## src/rtl/lcd_timing_gen.sv

```systemverilog
// lcd_timing_gen: raster counters, DE/HSYNC/VSYNC and frame-stable mode latch for the 800x480 RGB LCD.
// Defining LCD_TIMING_PIPE_ALIGN_EN delays DE/HSYNC/VSYNC by one register to match the renderer's RGB.
module lcd_timing_gen #(
    parameter int H_ACTIVE = 800,
    parameter int H_FP     = 40,
    parameter int H_SYNC   = 48,
    parameter int H_BP     = 88,
    parameter int V_ACTIVE = 480,
    parameter int V_FP     = 13,
    parameter int V_SYNC   = 3,
    parameter int V_BP     = 32,
    parameter bit HS_POL   = 1'b0,
    parameter bit VS_POL   = 1'b0
) (
    input  logic        PixelClk,
    input  logic        RST,
    input  logic [2:0]  mode_req,
    output logic [15:0] PixelCount,
    output logic [15:0] LineCount,
    output logic        LCD_DE,
    output logic        LCD_HSYNC,
    output logic        LCD_VSYNC,
    output logic        frame_start,
    output logic [2:0]  display_mode
);
    localparam logic [15:0] H_ACT  = 16'(H_ACTIVE);
    localparam logic [15:0] HS_BEG = 16'(H_ACTIVE + H_FP);
    localparam logic [15:0] HS_END = 16'(H_ACTIVE + H_FP + H_SYNC);
    localparam logic [15:0] H_MAX  = 16'(H_ACTIVE + H_FP + H_SYNC + H_BP - 1);
    localparam logic [15:0] V_ACT  = 16'(V_ACTIVE);
    localparam logic [15:0] VS_BEG = 16'(V_ACTIVE + V_FP);
    localparam logic [15:0] VS_END = 16'(V_ACTIVE + V_FP + V_SYNC);
    localparam logic [15:0] V_MAX  = 16'(V_ACTIVE + V_FP + V_SYNC + V_BP - 1);

    logic [15:0] pix_q, pix_d, line_q, line_d;
    logic        de_q, de_d, hs_q, hs_d, vs_q, vs_d, fs_q, fs_d;
    logic [2:0]  mode_q, mode_d;

    // Decode from the next counter values so every flag lands with the coordinates it describes.
    always_comb begin
        pix_d  = (pix_q == H_MAX) ? '0 : pix_q + 16'd1;
        line_d = (pix_q != H_MAX) ? line_q : (line_q == V_MAX) ? '0 : line_q + 16'd1;
        de_d   = (pix_d < H_ACT) && (line_d < V_ACT);
        hs_d   = (pix_d >= HS_BEG && pix_d < HS_END) ? HS_POL : ~HS_POL;
        vs_d   = (line_d >= VS_BEG && line_d < VS_END) ? VS_POL : ~VS_POL;
        fs_d   = (pix_d == '0) && (line_d == '0);
        mode_d = (fs_d && mode_req < 3'd2) ? mode_req : mode_q;
    end

    always_ff @(posedge PixelClk) begin
        if (RST) begin
            pix_q  <= H_MAX;
            line_q <= V_MAX;
            de_q   <= 1'b0;
            hs_q   <= ~HS_POL;
            vs_q   <= ~VS_POL;
            fs_q   <= 1'b0;
            mode_q <= 3'd0;
        end else begin
            pix_q  <= pix_d;
            line_q <= line_d;
            de_q   <= de_d;
            hs_q   <= hs_d;
            vs_q   <= vs_d;
            fs_q   <= fs_d;
            mode_q <= mode_d;
        end
    end

    assign PixelCount   = pix_q;
    assign LineCount    = line_q;
    assign frame_start  = fs_q;
    assign display_mode = mode_q;

`ifdef LCD_TIMING_PIPE_ALIGN_EN
    logic de_p_q, hs_p_q, vs_p_q;

    always_ff @(posedge PixelClk) begin
        if (RST) begin
            de_p_q <= 1'b0;
            hs_p_q <= ~HS_POL;
            vs_p_q <= ~VS_POL;
        end else begin
            de_p_q <= de_q;
            hs_p_q <= hs_q;
            vs_p_q <= vs_q;
        end
    end

    assign LCD_DE    = de_p_q;
    assign LCD_HSYNC = hs_p_q;
    assign LCD_VSYNC = vs_p_q;
`else
    assign LCD_DE    = de_q;
    assign LCD_HSYNC = hs_q;
    assign LCD_VSYNC = vs_q;
`endif
endmodule

```

## config.mk

```make
export PLATFORM = sky130hd
export DESIGN_NAME = lcd_timing_gen
export DESIGN_NICKNAME = d
export VERILOG_FILES = /design/src/rtl/lcd_timing_gen.sv
export SDC_FILE = /design/constraint.sdc
export NUM_CORES = 1
export LEC_CHECK = 0
export BUFFER_PORTS_ARGS = -buffer_cell sky130_fd_sc_hd__buf_2
export CORE_UTILIZATION = 48
export CTS_BUF_LIST = sky130_fd_sc_hd__clkbuf_4
export DETAILED_ROUTE_END_ITERATION = 8
export GPL_TIMING_DRIVEN = 0
export PLACE_DENSITY = 0.71
export SYNTH_ARGS = -nofsm -noshare
export SYNTH_HDL_FRONTEND = slang
export SYNTH_SLANG_ARGS = --single-unit
export TNS_END_PERCENT = 30
```

## constraint.sdc

```tcl
create_clock -name PixelClk -period 7.8 [get_ports PixelClk]
set_input_delay 1.56 -clock PixelClk [delete_from_list [all_inputs] [get_ports PixelClk]]
set_output_delay 1.56 -clock PixelClk [all_outputs]
set_load 0.05 [all_outputs]
```

==> summary.md, run 1 <==
| Metric | Value |
|---|---|
| Global-route wire length before repair | approximately 9.5 mm |
| Sequential element share of the synthesized area | 32.4% |
| Static Leak | about 1.1 nW |
| Slew Viols, Final | 0 |
| CTS Sinks | 39 |
| Met2 Wirelength | 2.44 mm |
| Distinct cells, synth | 52 |
| RSZ-0062 raised after global routing | no |
| Initial drt markers | 80 |
| Delay-heaviest family, CP | simple AND/OR/NAND/NOR gates |
| Synth area leaders | dfxtp_1 32%, xnor2_1 5.5%, nor2_1 4.7% |
| Status | completed |
| Synth warn | 0 |
| Critical path fanouts, max | 9 |
| Max capacitance violation total | 0 |
| Num ports | between 40 and 50 |
| Cells after DPL | about 410 |
| Row cnt | 25 |
| Relative slew margins | 55.9% |
| Clock buffer depth | 2 |
| Detailed Place HPWL | approximately 4.2 mm |
| DR WL met3 | ~280 um |
| Post-Syn Nets | around 300 |
| Avg Vias per Cell | 5.54 |
| Initial Utilization | approximately half |
| Reg clk slew, reported paths | 0.12 ns |
| Synth top cells by count | 39 x dfxtp_1, 30 x nor2_1, 28 x nand2_1, 19 x nand3_1, 17 x o21ai_0 |
| Total track usage | 23.1% |
| Final setup skew | ~0.011 ns |
| Max Fclk | 0.315 GHz |
| PD cells | ~330 mW/mm^2 |
| Startpoint of the worst hold path | display_mode[2] |
| Largest net degree at the start of global routing | 12 |
| Hold Vio Cnt, Final | 0 |
| CP Data Required Time | approximately 8.1 ns |
| Worst path cell trace | ha_1 > buf_4 > and3_1 > buf_2 > nand3_1 > or4b_4 > mux2_2 > nand3b_4 > or4_4 > or3_1 > a21oi_1 |
| Wire per inst | 13.8 um |
| VDD IR-drop max | 0.139 mV |
| WL met1 | a little under 3 mm |
| Placed inst area | 0.00271 mm^2 |
| Cts bufs inserted | 5 |
| Antenna violations before repair | 0 |
| Critical Path Start Type | flip-flop |
| Placeable core area | between 0.004 and 0.005 mm^2 |
| Die height | 72.8 um |
| #FFs+latches synth | 39 |
| CTS tree | built |
| Highest routed metal layer | met4 |
| Top_reg_cell synth | dfxtp_1 |
| Drt pass-1 iters | 4 |
| Routability cong. | about 0.90 |
| Via count | between 2000 and 2500 |
| Dpl ws | 4.66 ns |
| CP max stage cell | or4b_4 |
| Worst EP arrival | ~3.5 ns |
| Design Area, Final | between 0.002 and 0.003 mm^2 |
| Final Non-Filler Cells | between 400 and 500 |
| Setup WS post-layout | 4.62 ns |
| Synthesized area per cell | 8.13 um^2 |
| Cell taking the most area after synthesis | dfxtp_1 |
| Grt total ovfl | 0 |
| Chip Width | ~73 um |
| Area Overhead vs Synth | 14.4% |
| Cts hold-fix bufs | 0 |
| Vias in the first global route | around 2000 |
| Final net count | roughly 350 |
| Synthesized cell area | between 0.002 and 0.0025 mm^2 |
| Share of async-settable or async-resettable flops after synthesis | 0% |
| Slew @ Worst Pin | around 0.66 ns |
| Post-route DRC violation count | 0 |
| H-tree depth | 2 |
| Slowest stage delay, CP | 0.58 ns |
| Clock latency on the worst-skew pair | 0.34 ns |
| Final setup vio count | 0 |
| Detail Route Antenna Nets | 0 |
| Worst setup path start | PixelCount[0] |
| Die area | around 0.0053 mm^2 |
| Tot Pwr | 0.904 mW |
| Port Buf Inserts | 43 |
| Fin crit share | approximately two fifths |
| Worst Hold Class | flip-flop to flip-flop |
| Post-CTS Setup Bufs | 0 |
| Final TNS setup | 0 ns |
| Worst path buffer plus inverter count | 2 |
| Reg-to-reg startpoint | PixelCount[0] |
| Diodes inserted | 0 |
| CTS root buffer | clkbuf_4 |
| Share of layout cells above drive strength 1 | about a quarter |
| Crit. End Element | flip-flop |
| Top-count cell post-synth | dfxtp_1 |
| Cells after synthesis | between 200 and 300 |
| Synth top area share | roughly 32% |
| DRT Wirelength | ~5.7 mm |
| Setup CP Type | flip-flop to flip-flop |
| EDFF count, synth | 0 |
| Fin crit period | 3.18 ns |
| Cts repair resizes | 0 |
==> metal layers <==
layer  vias up  track usage, %
li1       1157               -
met1      1052            32.4
met2        68            34.7
met3        11            4.83
met4         0            9.15
met5         -               0
==> metrics by stage <==
stage / utilization (%) / hold slack [ns]
after floorplan: - / 0.706
after global placement: 56.5 / 0.462
after detailed placement: 56.5 / 0.463
after CTS: 57.5 / 0.486
after global routing: 57.5 / 0.509
final: 57.5 / 0.483
==> sequential cells by signal, indices dropped and copies added (netlist names) <==
name	cells
frame_start	1
LineCount	16
LCD_VSYNC	1
LCD_HSYNC	1
PixelCount	16
LCD_DE	1
display_mode	3
==> cell type report <==
class	instances	area [um^2]
multi-input cells	232	1490
well taps	67	83.8
plain buffers	20	118
clock buffers	5	37.5
repair buffers	43	215
fillers	473	2030
clock inverters	2	8.76
inverters	5	18.8
flip-flops and latches	39	781
==> where the power goes <==
group	switching, mW	internal, mW
combinational	0.359	0.172
sequential	0.0405	0.232
clock	0.0676	0.0320
total	0.467	0.436
==> cell usage in the layout (no fill, tap or decap), types with 4 or more instances in the layout <==
master	Yosys	final
buf_2	5	48
dfxtp_1	39	39
nor2_1	30	30
nand2_1	28	28
nand3_1	19	19
o21ai_0	17	17
xnor2_1	15	15
nor3_1	14	14
xor2_1	12	12
a21oi_1	12	12
clkbuf_1	9	9
and3_1	8	8
nand4_1	8	8
inv_1	5	5
clkbuf_4	0	5
and2_1	4	4
or3_1	4	4
==> final timing paths <==
path	to	slack, ns	depth (start not counted)
worst max-delay path	display_mode[0]	4.62	11
worst min-delay path	display_mode[2]	0.48	1
worst max register to register	display_mode[0]	4.62	11
worst min register to register	display_mode[2]	0.48	1
==> cell families (layout without fill, tap and decap cells) <==
family	Yosys count	in the layout	share of synthesized area, %
simple gates	150	150	36.6
compound gates	48	48	12.2
flops	39	39	32.4
xor+xnor	27	27	9.83
buf+inv	25	75	5.67
mux	5	5	2.18
fa+ha+maj	2	2	1.04
(Power assumes the default switching activity.)
==> run 2, diff against run 1 <==
==> constraint.sdc (replaced) <==
create_clock -name PixelClk -period 3.15 [get_ports PixelClk]
set_input_delay 0.63 -clock PixelClk [delete_from_list [all_inputs] [get_ports PixelClk]]
set_output_delay 0.63 -clock PixelClk [all_outputs]
set_load 0.05 [all_outputs]
==> run 2 against run 1 <==
Die area unchanged. Combinational power increased to 2.6 times the previous value. Flip-flop and latch count unchanged. Non-clock buffer count increased by 3. Global-route usage increased by 0.41 points. Cell count increased by 0.97%. Worst hold slack improved by 0.0038 ns. Critical path type unchanged.
==> summary.md, run 2 (same netlist as run 1, synthesis figures left out) <==
| Metric | Value |
|---|---|
| Status | completed |
| Final setup skew | 0.0132 ns (+0.00195 ns) |
| Die area | 0.00530 mm^2 (unchanged) |
| Cells after DPL | 406 (unchanged) |
| Design Area, Final | 0.00283 mm^2 (+2.8%) |
| Initial drt markers | 188 (+140%) |
| Seq. cell area | 790 um^2 (+1.1%) |
| Routability cong. | 0.923 (+2.2%) |
| Cts hold-fix bufs | 0 (unchanged) |
| Setup CP Type | flip-flop to flip-flop |
| Most frequent cells in the layout | 47 x buf_2, 36 x dfxtp_1, 30 x nor2_1, 28 x nand2_1, 18 x nand3_1 |
| Slowest stage delay, CP | 0.58 ns (about the same) |
| Reg clk slew, reported paths | 0.11 ns (about the same) |
| Worst path buffer plus inverter count | 2 (unchanged) |
| Grt total ovfl | 0 (unchanged) |
| Slew @ Worst Pin | 0.638 ns (-0.0174 ns) |
| Max Fclk | 0.326 GHz (+3.6%) |
| Final setup vio count | 0 (unchanged) |
| Max capacitance violation total | 0 (unchanged) |
| Worst path cell trace | ha_1 > buf_4 > and3_1 > clkbuf_4 > nand3_2 > or4b_4 > mux2_2 > nand3b_4 > or4_4 > or3_1 > a21oi_1 |
| Chip Width | 72.8 um (unchanged) |
| CP Data Required Time | 3.42 ns (-4.67 ns) |
| Detailed Place HPWL | 4.32 mm (+2.3%) |
| CTS root buffer | clkbuf_4 |
| Placeable core area | 0.00479 mm^2 (unchanged) |
| Post-route DRC violation count | 0 (unchanged) |
| VDD IR-drop max | 0.339 mV (+140%) |
| H-tree depth | 2 (unchanged) |
| Total track usage | 23.5% (+0.41 points) |
| Area Overhead vs Synth | 17.5% |
| GR Layer Usage met3 | 3.87% (-0.97 points) |
| Hold Vio Cnt, Final | 0 (unchanged) |
| Avg Vias per Cell | 5.61 (+1.2%) |
| Relative slew margins | 56.9% (+0.94 points) |
| Global-route wire length before repair | 9.60 mm (+1.4%) |
| Placed inst area | 0.00271 mm^2 (about the same) |
| Most Crowded Layer GR | met2 |
| Wire per inst | 14.3 um (+3.2%) |
| Port Buf Inserts | 43 (unchanged) |
| Clock buffer depth | 2 (unchanged) |
| Filler cell count | 467 (-1.3%) |
| Detail Route Antenna Nets | 0 (unchanged) |
| Hold Path End | display_mode[2] |
| Clock latency on the worst-skew pair | 0.34 ns (about the same) |
| Slew Viols, Final | 0 (unchanged) |
| Reg2reg end | display_mode[0] |
| Num ports | 44 (unchanged) |
| Met2 usage | 36.7% (+2.0 points) |
| Cts bufs inserted | 5 (unchanged) |
| Final Non-Filler Cells | 417 (+0.97%) |
| Final net count | 356 (+0.85%) |
| CP max stage cell | or4b_4 |
| DRT Wirelength | 5.95 mm (+4.2%) |
| Die height | 72.8 um (unchanged) |
| Row cnt | 25 (unchanged) |
| FF-to-FF setup slack | 0.08 ns (-4.54 ns) |
| Met1 usage | 34.0% (+1.6 points) |
| Worst EP arrival | 3.34 ns (-0.12 ns) |
| Via count | 2338 (+2.2%) |
| Hold path depth | 1 (unchanged) |
| Leading cell type in the layout, fill and taps excluded | buf_2 |
| CTS Sinks | 39 (unchanged) |
| Share of layout cells above drive strength 1 | 26.9% (+3.2 points) |
| Critical Path Start Type | flip-flop |
| Delay-heaviest family, CP | simple AND/OR/NAND/NOR gates |
| Diodes inserted | 0 (unchanged) |
| Startpoint of the worst hold path | display_mode[2] |
| Reg-to-reg startpoint | PixelCount[0] |
| Static Leak | 1.14 nW (+3.4%) |
| Vias in the first global route | 1961 (-3.4%) |
| Antenna violations before repair | 0 (unchanged) |
| Critical path fanouts, max | 9 (unchanged) |
| PD cells | 819 mW/mm^2 (+150%) |
| CTS tree | built |
| Worst Hold Class | flip-flop to flip-flop |
| Multi-input logic area | 0.00152 mm^2 (+1.8%) |
| Initial Utilization | 50.3% (unchanged) |
| Fin crit period | 3.07 ns (-0.111 ns) |
| Drt pass-1 iters | 5 (+1) |
| Largest net degree at the start of global routing | 12 (unchanged) |
| Reg2reg path depth | 11 (unchanged) |
| Fin crit share | 97.3% (+57 points) |
| Crit. End Element | flip-flop |
## run 2: changes by cell type in the layout (fill, tap and decap cells not counted)
cell	delta
nor3_1	-2
buf_4	+4
clkinv_1	-1
clkbuf_1	-1
dfxtp_4	+2
dfxtp_1	-3
clkbuf_4	+3
nand3_2	+1
dfxtp_2	+1
nand3_1	-1
nor3_4	+2
buf_2	-1
## run 2: final cells by class
cell class                      instances  share of cell area [%]
Sequential cell                        39                    27.9
Timing Repair Buffer                   47                    8.67
Buffer                                 19                    4.12
Clock buffer                            7                    1.86
Multi-Input combinational cell        232                    53.6
Clock inverter                          1                   0.177
Tap cell                               67                    2.96
Inverter                                5                   0.664
## run 2: worst register-to-register path, stage by stage, from the launching register on
cell	delay, ns
dfxtp_4	0.37
ha_1	0.16
buf_4	0.16
and3_1	0.16
clkbuf_4	0.17
nand3_2	0.13
or4b_4	0.58
mux2_2	0.27
nand3b_4	0.08
or4_4	0.43
or3_1	0.36
a21oi_1	0.14
## run 2: what timing repair did
action / CTS / global route
buffers inserted: 0 / 4
endpoints found under the setup margin: 1 / 5
gates cloned: 0 / 0
pin swaps: 0 / 2
gates resized for setup: 1 / 8
## run 2: power breakdown
part / switching (mW) / total [mW] / internal (mW)
Clock: 0.161 / 0.265 / 0.104
Sequential: 0.105 / 0.686 / 0.581
Combinational: 0.918 / 1.36 / 0.447
Total: 1.18 / 2.32 / 1.13
## run 2: worst max-delay path by stage
stage / startpoint / end / slack (ns) / depth (start not counted)
finish: PixelCount[0] / display_mode[0] / 0.08 / 11
global route: PixelCount[0] / display_mode[0] / -0.04 / 11
CTS: PixelCount[0] / display_mode[0] / 0.05 / 11
detailed placement: PixelCount[4] / display_mode[0] / 0.04 / 9
global placement: PixelCount[4] / display_mode[0] / 0.06 / 9
floorplan: PixelCount[7] / display_mode[0] / 0.02 / 9
## run 2: metrics by stage
stage	hold slack (ns)	TNS (ns)	worst slack, ns	power [mW]	utilization [%]
floorplan	0.614	0	0.0157	1.71	-
global placement	0.462	0	0.0570	1.98	56.6
detailed placement	0.463	0	0.0357	1.99	56.6
CTS	0.488	0	0.0471	2.26	57.9
global route	0.499	-0.0373	-0.0373	2.47	59.1
finish	0.487	0	0.0838	2.32	59.1
## run 2: metal layers
| layer | vias up | part of all wire (%) | wire length (um) |
|---|---|---|---|
| li1 | 1168 | - | - |
| met1 | 1078 | 48 | 2830 |
| met2 | 87 | 46 | 2730 |
| met3 | 5 | 5.8 | 342 |
| met4 | 0 | 0.82 | 49 |
| met5 | - | 0 | 0 |
